===== config.mk =====
export PLATFORM = sky130hd
export DESIGN_NAME = alu_ctrl_mdu
export DESIGN_NICKNAME = d
export VERILOG_FILES = /design/src/rtl/alu_ctrl_mdu.sv
export SDC_FILE = /design/constraint.sdc
export NUM_CORES = 1
export LEC_CHECK = 0
export CAP_MARGIN = 20
export CORE_MARGIN = 1
export CORE_UTILIZATION = 55
export DETAILED_ROUTE_END_ITERATION = 8
export DONT_BUFFER_PORTS = 1
export GPL_TIMING_DRIVEN = 0
export PLACE_DENSITY = 0.83
export REMOVE_ABC_BUFFERS = 1
export SYNTH_ARGS = -nofsm -noshare
export SYNTH_HDL_FRONTEND = slang
export SYNTH_SLANG_ARGS = --single-unit

===== constraint.sdc =====
create_clock -name clk_i -period 4.4 [get_ports clk_i]
set_input_delay 0.66 -clock clk_i [delete_from_list [all_inputs] [get_ports clk_i]]
set_output_delay 0.66 -clock clk_i [all_outputs]
set_load 0.05 [all_outputs]

===== src/rtl/alu_ctrl_mdu.sv =====
// ALU control decoder plus an iterative multiply/divide unit owning the HI/LO registers.
// Multiply and divide each take one iteration per cycle on operand magnitudes, sign-fixed at the end.
module alu_ctrl_mdu #(
  parameter int unsigned WIDTH   = 32,
  parameter int unsigned ALUOP_W = 3
) (
  input  logic               clk_i,
  input  logic               rst_i,
  input  logic               valid_i,
  input  logic [5:0]         funct_i,
  input  logic [ALUOP_W-1:0] ALUOp_i,
  input  logic [WIDTH-1:0]   src1_i,
  input  logic [WIDTH-1:0]   src2_i,
  output logic [3:0]         ALUCtrl_o,
  output logic               stall_o,
  output logic [WIDTH-1:0]   hi_o,
  output logic [WIDTH-1:0]   lo_o,
  output logic               mdu_done_o
);

  localparam int unsigned CntW = $clog2(WIDTH);
  localparam logic [ALUOP_W-1:0] OpRType = ALUOP_W'(2);

  typedef enum logic [1:0] {StIdle, StBusy, StDone} state_e;

  state_e            state_q;
  logic [CntW-1:0]   cnt_q;
  logic              is_div_q, signed_q;
  logic [WIDTH-1:0]  a_q, b_q, mag_q, acc_hi_q, acc_lo_q;
  logic [WIDTH-1:0]  hi_q, lo_q;
  logic              done_q;

  logic              is_rtype, is_mdu, is_mfhilo, accept, sign_op;
  logic [WIDTH-1:0]  abs1, abs2;
  logic [WIDTH:0]    sum, rem_sh;
  logic              ge;
  logic [WIDTH-1:0]  diff, nxt_hi, nxt_lo, res_hi, res_lo;
  logic [2*WIDTH-1:0] prod;

  assign is_rtype  = (ALUOp_i == OpRType);
  assign is_mdu    = is_rtype && (funct_i[5:2] == 4'b0110);
  assign is_mfhilo = is_rtype && ((funct_i == 6'b010000) || (funct_i == 6'b010010));
  assign accept    = valid_i && is_mdu && (state_q != StBusy);
  assign stall_o   = valid_i && (state_q == StBusy) && (is_mdu || is_mfhilo);

  // mult/div are the even codes, multu/divu the odd ones
  assign sign_op = ~funct_i[0];
  assign abs1    = (sign_op && src1_i[WIDTH-1]) ? -src1_i : src1_i;
  assign abs2    = (sign_op && src2_i[WIDTH-1]) ? -src2_i : src2_i;

  always_comb begin
    ALUCtrl_o = 4'b0000;
    case (ALUOp_i)
      ALUOP_W'(0): ALUCtrl_o = 4'b0010;
      ALUOP_W'(1): ALUCtrl_o = 4'b0110;
      ALUOP_W'(2): begin
        case (funct_i)
          6'b100000: ALUCtrl_o = 4'b0010;
          6'b100010: ALUCtrl_o = 4'b0110;
          6'b100100: ALUCtrl_o = 4'b0000;
          6'b100101: ALUCtrl_o = 4'b0001;
          6'b101010: ALUCtrl_o = 4'b0111;
          6'b100111: ALUCtrl_o = 4'b1100;
          6'b010000: ALUCtrl_o = 4'b1110;
          6'b010010: ALUCtrl_o = 4'b1111;
          default:   ALUCtrl_o = 4'b0000;
        endcase
      end
      ALUOP_W'(3): ALUCtrl_o = 4'b0010;
      ALUOP_W'(4): ALUCtrl_o = 4'b0111;
      ALUOP_W'(5): ALUCtrl_o = 4'b0000;
      ALUOP_W'(6): ALUCtrl_o = 4'b0001;
      default:     ALUCtrl_o = 4'b0000;
    endcase
  end

  // One shift-add or restoring-divide step on {acc_hi_q, acc_lo_q}
  always_comb begin
    sum    = {1'b0, acc_hi_q} + (acc_lo_q[0] ? {1'b0, mag_q} : '0);
    rem_sh = {acc_hi_q, acc_lo_q[WIDTH-1]};
    ge     = (rem_sh >= {1'b0, mag_q});
    diff   = rem_sh[WIDTH-1:0] - mag_q;
    if (is_div_q) begin
      nxt_hi = ge ? diff : rem_sh[WIDTH-1:0];
      nxt_lo = {acc_lo_q[WIDTH-2:0], ge};
    end else begin
      nxt_hi = sum[WIDTH:1];
      nxt_lo = {sum[0], acc_lo_q[WIDTH-1:1]};
    end
  end

  always_comb begin
    prod   = {nxt_hi, nxt_lo};
    res_hi = nxt_hi;
    res_lo = nxt_lo;
    if (!is_div_q) begin
      if (signed_q && (a_q[WIDTH-1] ^ b_q[WIDTH-1])) prod = -prod;
      {res_hi, res_lo} = prod;
    end else if (b_q == '0) begin
      res_lo = '1;
      res_hi = a_q;
    end else begin
      if (signed_q && (a_q[WIDTH-1] ^ b_q[WIDTH-1])) res_lo = -nxt_lo;
      if (signed_q && a_q[WIDTH-1]) res_hi = -nxt_hi;
    end
  end

  always_ff @(posedge clk_i) begin
    if (rst_i) begin
      state_q  <= StIdle;
      cnt_q    <= '0;
      is_div_q <= 1'b0;
      signed_q <= 1'b0;
      a_q      <= '0;
      b_q      <= '0;
      mag_q    <= '0;
      acc_hi_q <= '0;
      acc_lo_q <= '0;
      hi_q     <= '0;
      lo_q     <= '0;
      done_q   <= 1'b0;
    end else begin
      done_q <= 1'b0;
      case (state_q)
        StIdle, StDone: begin
          if (accept) begin
            state_q  <= StBusy;
            cnt_q    <= CntW'(WIDTH - 1);
            is_div_q <= funct_i[1];
            signed_q <= sign_op;
            a_q      <= src1_i;
            b_q      <= src2_i;
            acc_hi_q <= '0;
            acc_lo_q <= funct_i[1] ? abs1 : abs2;
            mag_q    <= funct_i[1] ? abs2 : abs1;
          end else begin
            state_q <= StIdle;
          end
        end
        StBusy: begin
          acc_hi_q <= nxt_hi;
          acc_lo_q <= nxt_lo;
          cnt_q    <= cnt_q - 1'b1;
          if (cnt_q == '0) begin
            hi_q    <= res_hi;
            lo_q    <= res_lo;
            done_q  <= 1'b1;
            state_q <= StDone;
          end
        end
        default: state_q <= StIdle;
      endcase
    end
  end

  assign hi_o       = hi_q;
  assign lo_o       = lo_q;
  assign mdu_done_o = done_q;

endmodule


Yosys cells after proc, flatten, opt, wreduce, memory -nomap -nowiden
Cells that the tools add are included.

storage, ports and cells
  logic and storage cells = 92
  output and inout bits = 70
  register bits = 234

cells by class
  bitwise gates (word level) = 3
  reduce and logical (&&, ||, !) cells = 23
  eq/ne operators = 18
  add/subtract/negate cells = 8
  magnitude comparators = 1
  mux-type cells = 27

operator list
  operator             count
  $mux 32              16
  $neg 32->32          4
  $pmux 32 s2          2
  $mux 64              1
  $neg 64->64          1
  $add 32x32->33       1
  $ge 33x32->1         1
  $logic_not 32->1     1
  $sub 32x32->32       1
  $eq 6x6->1 const B   5
  $pmux 4 s7           1
  $pmux 4 s5           1
  $eq 6x5->1 const B   2
  $logic_and 1x1->1    10
  $pmux 5 s2           1
  $eq 3x2->1 const B   2
  $eq 3x3->1 const B   2
  $reduce_and 2->1     3
  $reduce_or 2->1      3
  $logic_not 5->1      1
  $mux 5               1
  $sub 5x1->5 const B  1
  $eq 4x3->1 const B   1
  $ne 2x1->1 const B   2
  other kinds (13)     16

Logic depth before layout (Yosys ltp)
  depth in word-level cells = 7
  mapped depth = 23
  mapped depth without buffers = 20

Worst setup path before layout
OpenSTA, ideal clock, no wires.

  kind = register to register
  start point = register mag_q[30]
  end point = register hi_q[30] (netlist: hi_o[30])
  arrival = 4.622 ns
  required time = 4.286 ns
  cell stages (with the launch flop) = 22
  setup time = 0.114 ns
  path buffers = 1
  clock period less this slack = 4.736 ns
  setup slack = -0.336 ns
  cell sequence = dfxtp_1 > inv_1 > ha_1 > a21o_1 > a211o_1 > a31oi_2 > nand2_2 > o31a_4 > buf_6 > a21o_1 > inv_1 > ha_1 > o21ai_1 > nor4_1 > nor4b_1 > and2_1 > nand2_1 > or3b_1 > nor4_2 > mux2i_1 > a221oi_2 > a21o_1

between the ends
  cells in the longest elaborated chain, start to end = 7
  elaborated cells on any way between the ends = 13
  classes of those cells = add/sub: 4; order compare: 1; mux: 8

ends and longest elaborated chain
  item                                       RTL line  RTL
  start: declaration                         29        logic [WIDTH-1:0] a_q, b_q, mag_q, acc_hi_q, acc_lo_q;
  start signal: assignment                   135       mag_q <= funct_i[1] ? abs2 : abs1;
  $mux 32, or another cell as far along      79        sum = {1'b0, acc_hi_q} + (acc_lo_q[0] ? {1'b0, mag_q} : '0);
  $add 32x32->33 or $mux 32 (tied branches)  79, 84
  $mux 32                                    83        if (is_div_q) begin
  $neg 32->32                                104       if (signed_q && a_q[WIDTH-1]) res_hi = -nxt_hi;
  $mux 32                                    104
  $mux 32                                    99        end else if (b_q == '0) begin
  $mux 32 (*)                                96        if (!is_div_q) begin
  end signal: assignment                     145       hi_q <= res_hi;
  end: declaration                           30        logic [WIDTH-1:0] hi_q, lo_q;

Every way passes the cells marked *; elsewhere a longest branch is shown, timed or not.
A chain may end at the register's enable or synchronous reset.

Worst setup path after layout
  start point = register acc_hi_q[0]
  end point = register hi_q[19] (netlist: hi_o[19])

between the ends
  cells in the longest elaborated chain, start to end = 7
  elaborated cells on any way between the ends = 12
  classes of those cells = add/sub: 4; order compare: 1; mux: 7

ends and longest elaborated chain
  item                                            RTL line  RTL
  start: declaration                              29
  start signal: assignment                        141       acc_hi_q <= nxt_hi;
  $sub 32x32->32 or $ge 33x32->1 (tied branches)  82, 81
  $mux 32                                         84        nxt_hi = ge ? diff : rem_sh[WIDTH-1:0];
  $mux 32                                         83
  $neg 32->32                                     104
  $mux 32                                         104
  $mux 32                                         99
  $mux 32 (*)                                     96

Marks and branches as above.

==> impl_metrics.csv <==
group,metric,value,unit
run_status,status,"complete, but fails checks",
run_status,violations,"setup timing",
clock_tree,cts_inserted_buffers,27,
timing,max_slew_margin,0.2222,
global_route,grt_overflow,0,
critical_path,arrival,5.04,ns
timing,hold_slack,0.1865,ns
global_route,grt_pass1_wl,109.2,mm
critical_path,r2r_slack,-0.21,ns
timing,hold_violations,0,
critical_path,crit_slowest_cell,"or3_4",
drt,vias,20924,
cells_and_area,area_delta_synth_final,19.11,%
synthesis,synthCells,2649,
drt,wl_per_cell,23.42,µm
clock_tree,cts.clk_slew.worst_paths,0.06,ns
synthesis,synth-main-ff-cell,"dfxtp_1",
cells_and_area,final_common_cell,"nand2_1",
timing,worst_pin_slew,1.163,ns
global_route,grtUsageTotal,0.3874,
timing,period_minus_slack,4.613,ns
critical_path,crit_fanout,5,
drt,routed_wl,72.29,mm
placement,io_buffers,0,
timing,skew,0.02232,ns
timing,slew_viol_final,0,
power_and_ir_drop,power.density,215.8,nW/µm²
synthesis,yosys_register_bits,234,
floorplanning,core,33780,µm²
timing,rsz0062_at_grt,"true",
power_and_ir_drop,leakage,8.146,nW
drt,drtAntennaViolNets,0,
critical_path,start_kind,"flip-flop",
clock_tree,clock_path_buffers,3,
clock_tree,htree_levels,1,
drt,dr.max_layer_used,"met4",
timing,max_clock_freq,216.8,MHz
synthesis,synth_area,19020,µm²
critical_path,criticalPathCategory,"reg -> reg",
synthesis,async_reset_ff_frac,0,
cells_and_area,layout.nets,2769,
min_path,worstHoldPathType,"in -> reg",
clock_tree,clk_latency,0.57,ns
floorplanning,die_area,35330,µm²
placement,place_ws,-1.930,ns
global_route,grt_max_degree,233,
synthesis,ys_seq_area_frac,0.2463,
critical_path,critPathMaxStageDelay,0.57,ns
run,maxCapViolCount,0,
global_route,grt_antenna_before_repair,1,
floorplanning,io-pin-count,146,
floorplanning,fp.dieW,188.0,µm
drt,drtIter0Drc,2936,
drt,m1WireLength,28.90,mm
critical_path,critPathTopFamily,"simple AND/OR/NAND/NOR gates",
power_and_ir_drop,ir_drop,0.0003213,V
cells_and_area,drive_above_1_share,0.1823,
synthesis,avgSynthCellArea,7.180,µm²
timing,finalCritPeriodShare,1.048,
drt,wl_met2,30.23,mm
global_route,first_global_vias,19391,
placement,post-dp-hpwl,49.79,mm
clock_tree,clkSinkCount,234,
clock_tree,cts_tree,"built",
synthesis,ys_warn_count,0,
clock_tree,root_buffer,"clkbuf_16",
floorplanning,die_y,188.0,µm
drt,firstDrtPassIters,6,
drt,avgViaCountPerCell,6.778,
drt,drc,0,
floorplanning,start_util,0.5630,
critical_path,worstPathCellList,"ha_1 > nand4_1 > nor4_4 > a31oi_4 > nand2_4 > buf_12 > o31ai_4 > buf_8 > buf_8 > buf_12 > nand4_1 > or3_4 > nor4_4 > buf_4 > buf_6 > a31oi_4 > xnor2_2 > a22oi_2 > a311oi_1",
cells_and_area,layout_common_cells,"363 x nand2_1, 294 x nor2_1, 285 x a21oi_1",
drt,wl_met3,8.352,mm
timing,finalSetupViolations,17,
critical_path,path_buf_inv,6,
placement,place.gp.congestion,1.007,
timing,setup_ws,-0.2125,ns
synthesis,synth-edff-count,0,
synthesis,synth_cell_type_count,106,
critical_path,worstPathRequired,4.82,ns
floorplanning,num_rows,67,
critical_path,end_kind,"flip-flop",
metal layers:
| metal | global-route usage | up-vias |
|---|---|---|
| met5 | 0 | - |
| met4 | 0.2167 | 0 |
| met3 | 0.07879 | 297 |
| met2 | 0.5735 | 1325 |
| met1 | 0.5225 | 9851 |
| li1 | - | 9451 |
synthesized netlist by cell type, drive strengths merged (6+ instances only):
cell     instances  area, µm²
nand4           34      237.7
o211ai          63      491.7
o31ai           25      206.5
a21o            37      277.8
or2              6      37.54
buf             42      242.7
nor4            32      246.5
or3             14      92.59
and2            45      281.5
a2111oi          7      75.07
nand3           44      220.2
a31oi           41      269.0
inv             67      251.5
nand3b           6      57.56
a21oi          318       1652
o41ai            6      52.55
a221oi          16      158.9
xor2            84      735.7
o21ai          113      576.8
nor3            86      460.4
a22oi            9      81.33
dfxtp          234       4684
mux2i           44      465.4
o221ai          10      93.84
nor2           304       1144
xnor2           97      849.6
nor2b           18      112.6
nand2b          20      132.6
nor3b            9      67.56
nand2          378       1424
clkbuf         152      571.8
o22ai           12      75.07
o21a            22      165.2
a211oi          65      503.0
a211o            6      52.55
a311oi          22      205.2
and3             8      50.05
ha              70      875.8
mux2             9      101.4
what timing repair did:
item,in CTS,in global routing
gates cloned,0,1
setup endpoints to repair,49,27
hold buffers,0,0
pin swaps,46,45
setup buffers,64,48
gates resized for setup,187,151
sequential cells by signal, indices dropped and copies added, names as in the netlist:
| register | flops |
|---|---|
| is_div_q | 1 |
| mag_q | 32 |
| lo_o | 32 |
| state_q | 2 |
| signed_q | 1 |
| cnt_q | 5 |
| a_q | 32 |
| mdu_done_o | 1 |
| hi_o | 32 |
| b_q | 32 |
| acc_lo_q | 32 |
| acc_hi_q | 32 |
through the flow:
| step | area, µm² | TNS (ns) | util | power [mW] | instances |
|---|---|---|---|---|---|
| 2_1_floorplan | 18210 | -677.22 | - | 2.407 | 2455 |
| 3_3_place_gp | 18770 | -1514.30 | 0.5555 | 2.474 | 2903 |
| 3_5_place_dp | 19180 | -47.11 | 0.5679 | 2.484 | 2925 |
| 4_1_cts | 21470 | -0.07432 | 0.6355 | 4.820 | 3035 |
| 5_1_grt | 22660 | -2.961 | 0.6706 | 4.996 | 3087 |
| 6_report | 22660 | -1.852 | 0.6706 | 4.889 | 3087 |
logic make-up after synthesis:
| family | count (synthesis) | synth area share |
|---|---|---|
| AND/OR/NAND/NOR | 1030 | 0.2541 |
| AO/OA/AOI/OAI | 818 | 0.2823 |
| buffers and inverters | 261 | 0.05604 |
| flip-flops | 234 | 0.2463 |
| XOR/XNOR | 181 | 0.08334 |
| adder cells (fa/ha/maj) | 72 | 0.04815 |
| multiplexers | 53 | 0.02980 |
area by class of cell:
type,instances,area [µm²]
antenna,1,2.502
clock buffer,34,721.9
clock inverter,12,173.9
fill,2710,11130
inverter,67,264.0
multi-input combinational,2154,14790
sequential,234,4736
tap,448,560.5
timing repair buffer,137,1406
worst paths after layout:
kind                      endpoint  cells after the start                      from
max          hi_o[19]$_SDFFE_PP0P_                     19  acc_hi_q[0]$_SDFFE_PP0P_
min          lo_o[21]$_SDFFE_PP0P_                      1                     rst_i
max reg2reg  hi_o[19]$_SDFFE_PP0P_                     19  acc_hi_q[0]$_SDFFE_PP0P_
min reg2reg   a_q[23]$_SDFFE_PP0P_                      2      a_q[23]$_SDFFE_PP0P_
report_power, final:
part	leakage (nW)	internal, mW	switching, mW	total [mW]
logic	5.81	0.166	0.233	0.399
clock network	0.439	1.39	0.969	2.36
registers	1.90	2.12	0.00842	2.13
worst register-to-register path: stages, from the launching register on:
cell	delay [ns]
dfxtp_1	0.52
ha_1	0.32
nand4_1	0.28
nor4_4	0.07
a31oi_4	0.20
nand2_4	0.11
buf_12	0.15
o31ai_4	0.30
buf_8	0.16
buf_8	0.12
buf_12	0.11
nand4_1	0.28
or3_4	0.58
nor4_4	0.22
buf_4	0.20
buf_6	0.11
a31oi_4	0.08
xnor2_2	0.20
a22oi_2	0.32
a311oi_1	0.14
No activity file was read; power rests on OpenSTA's default activity.
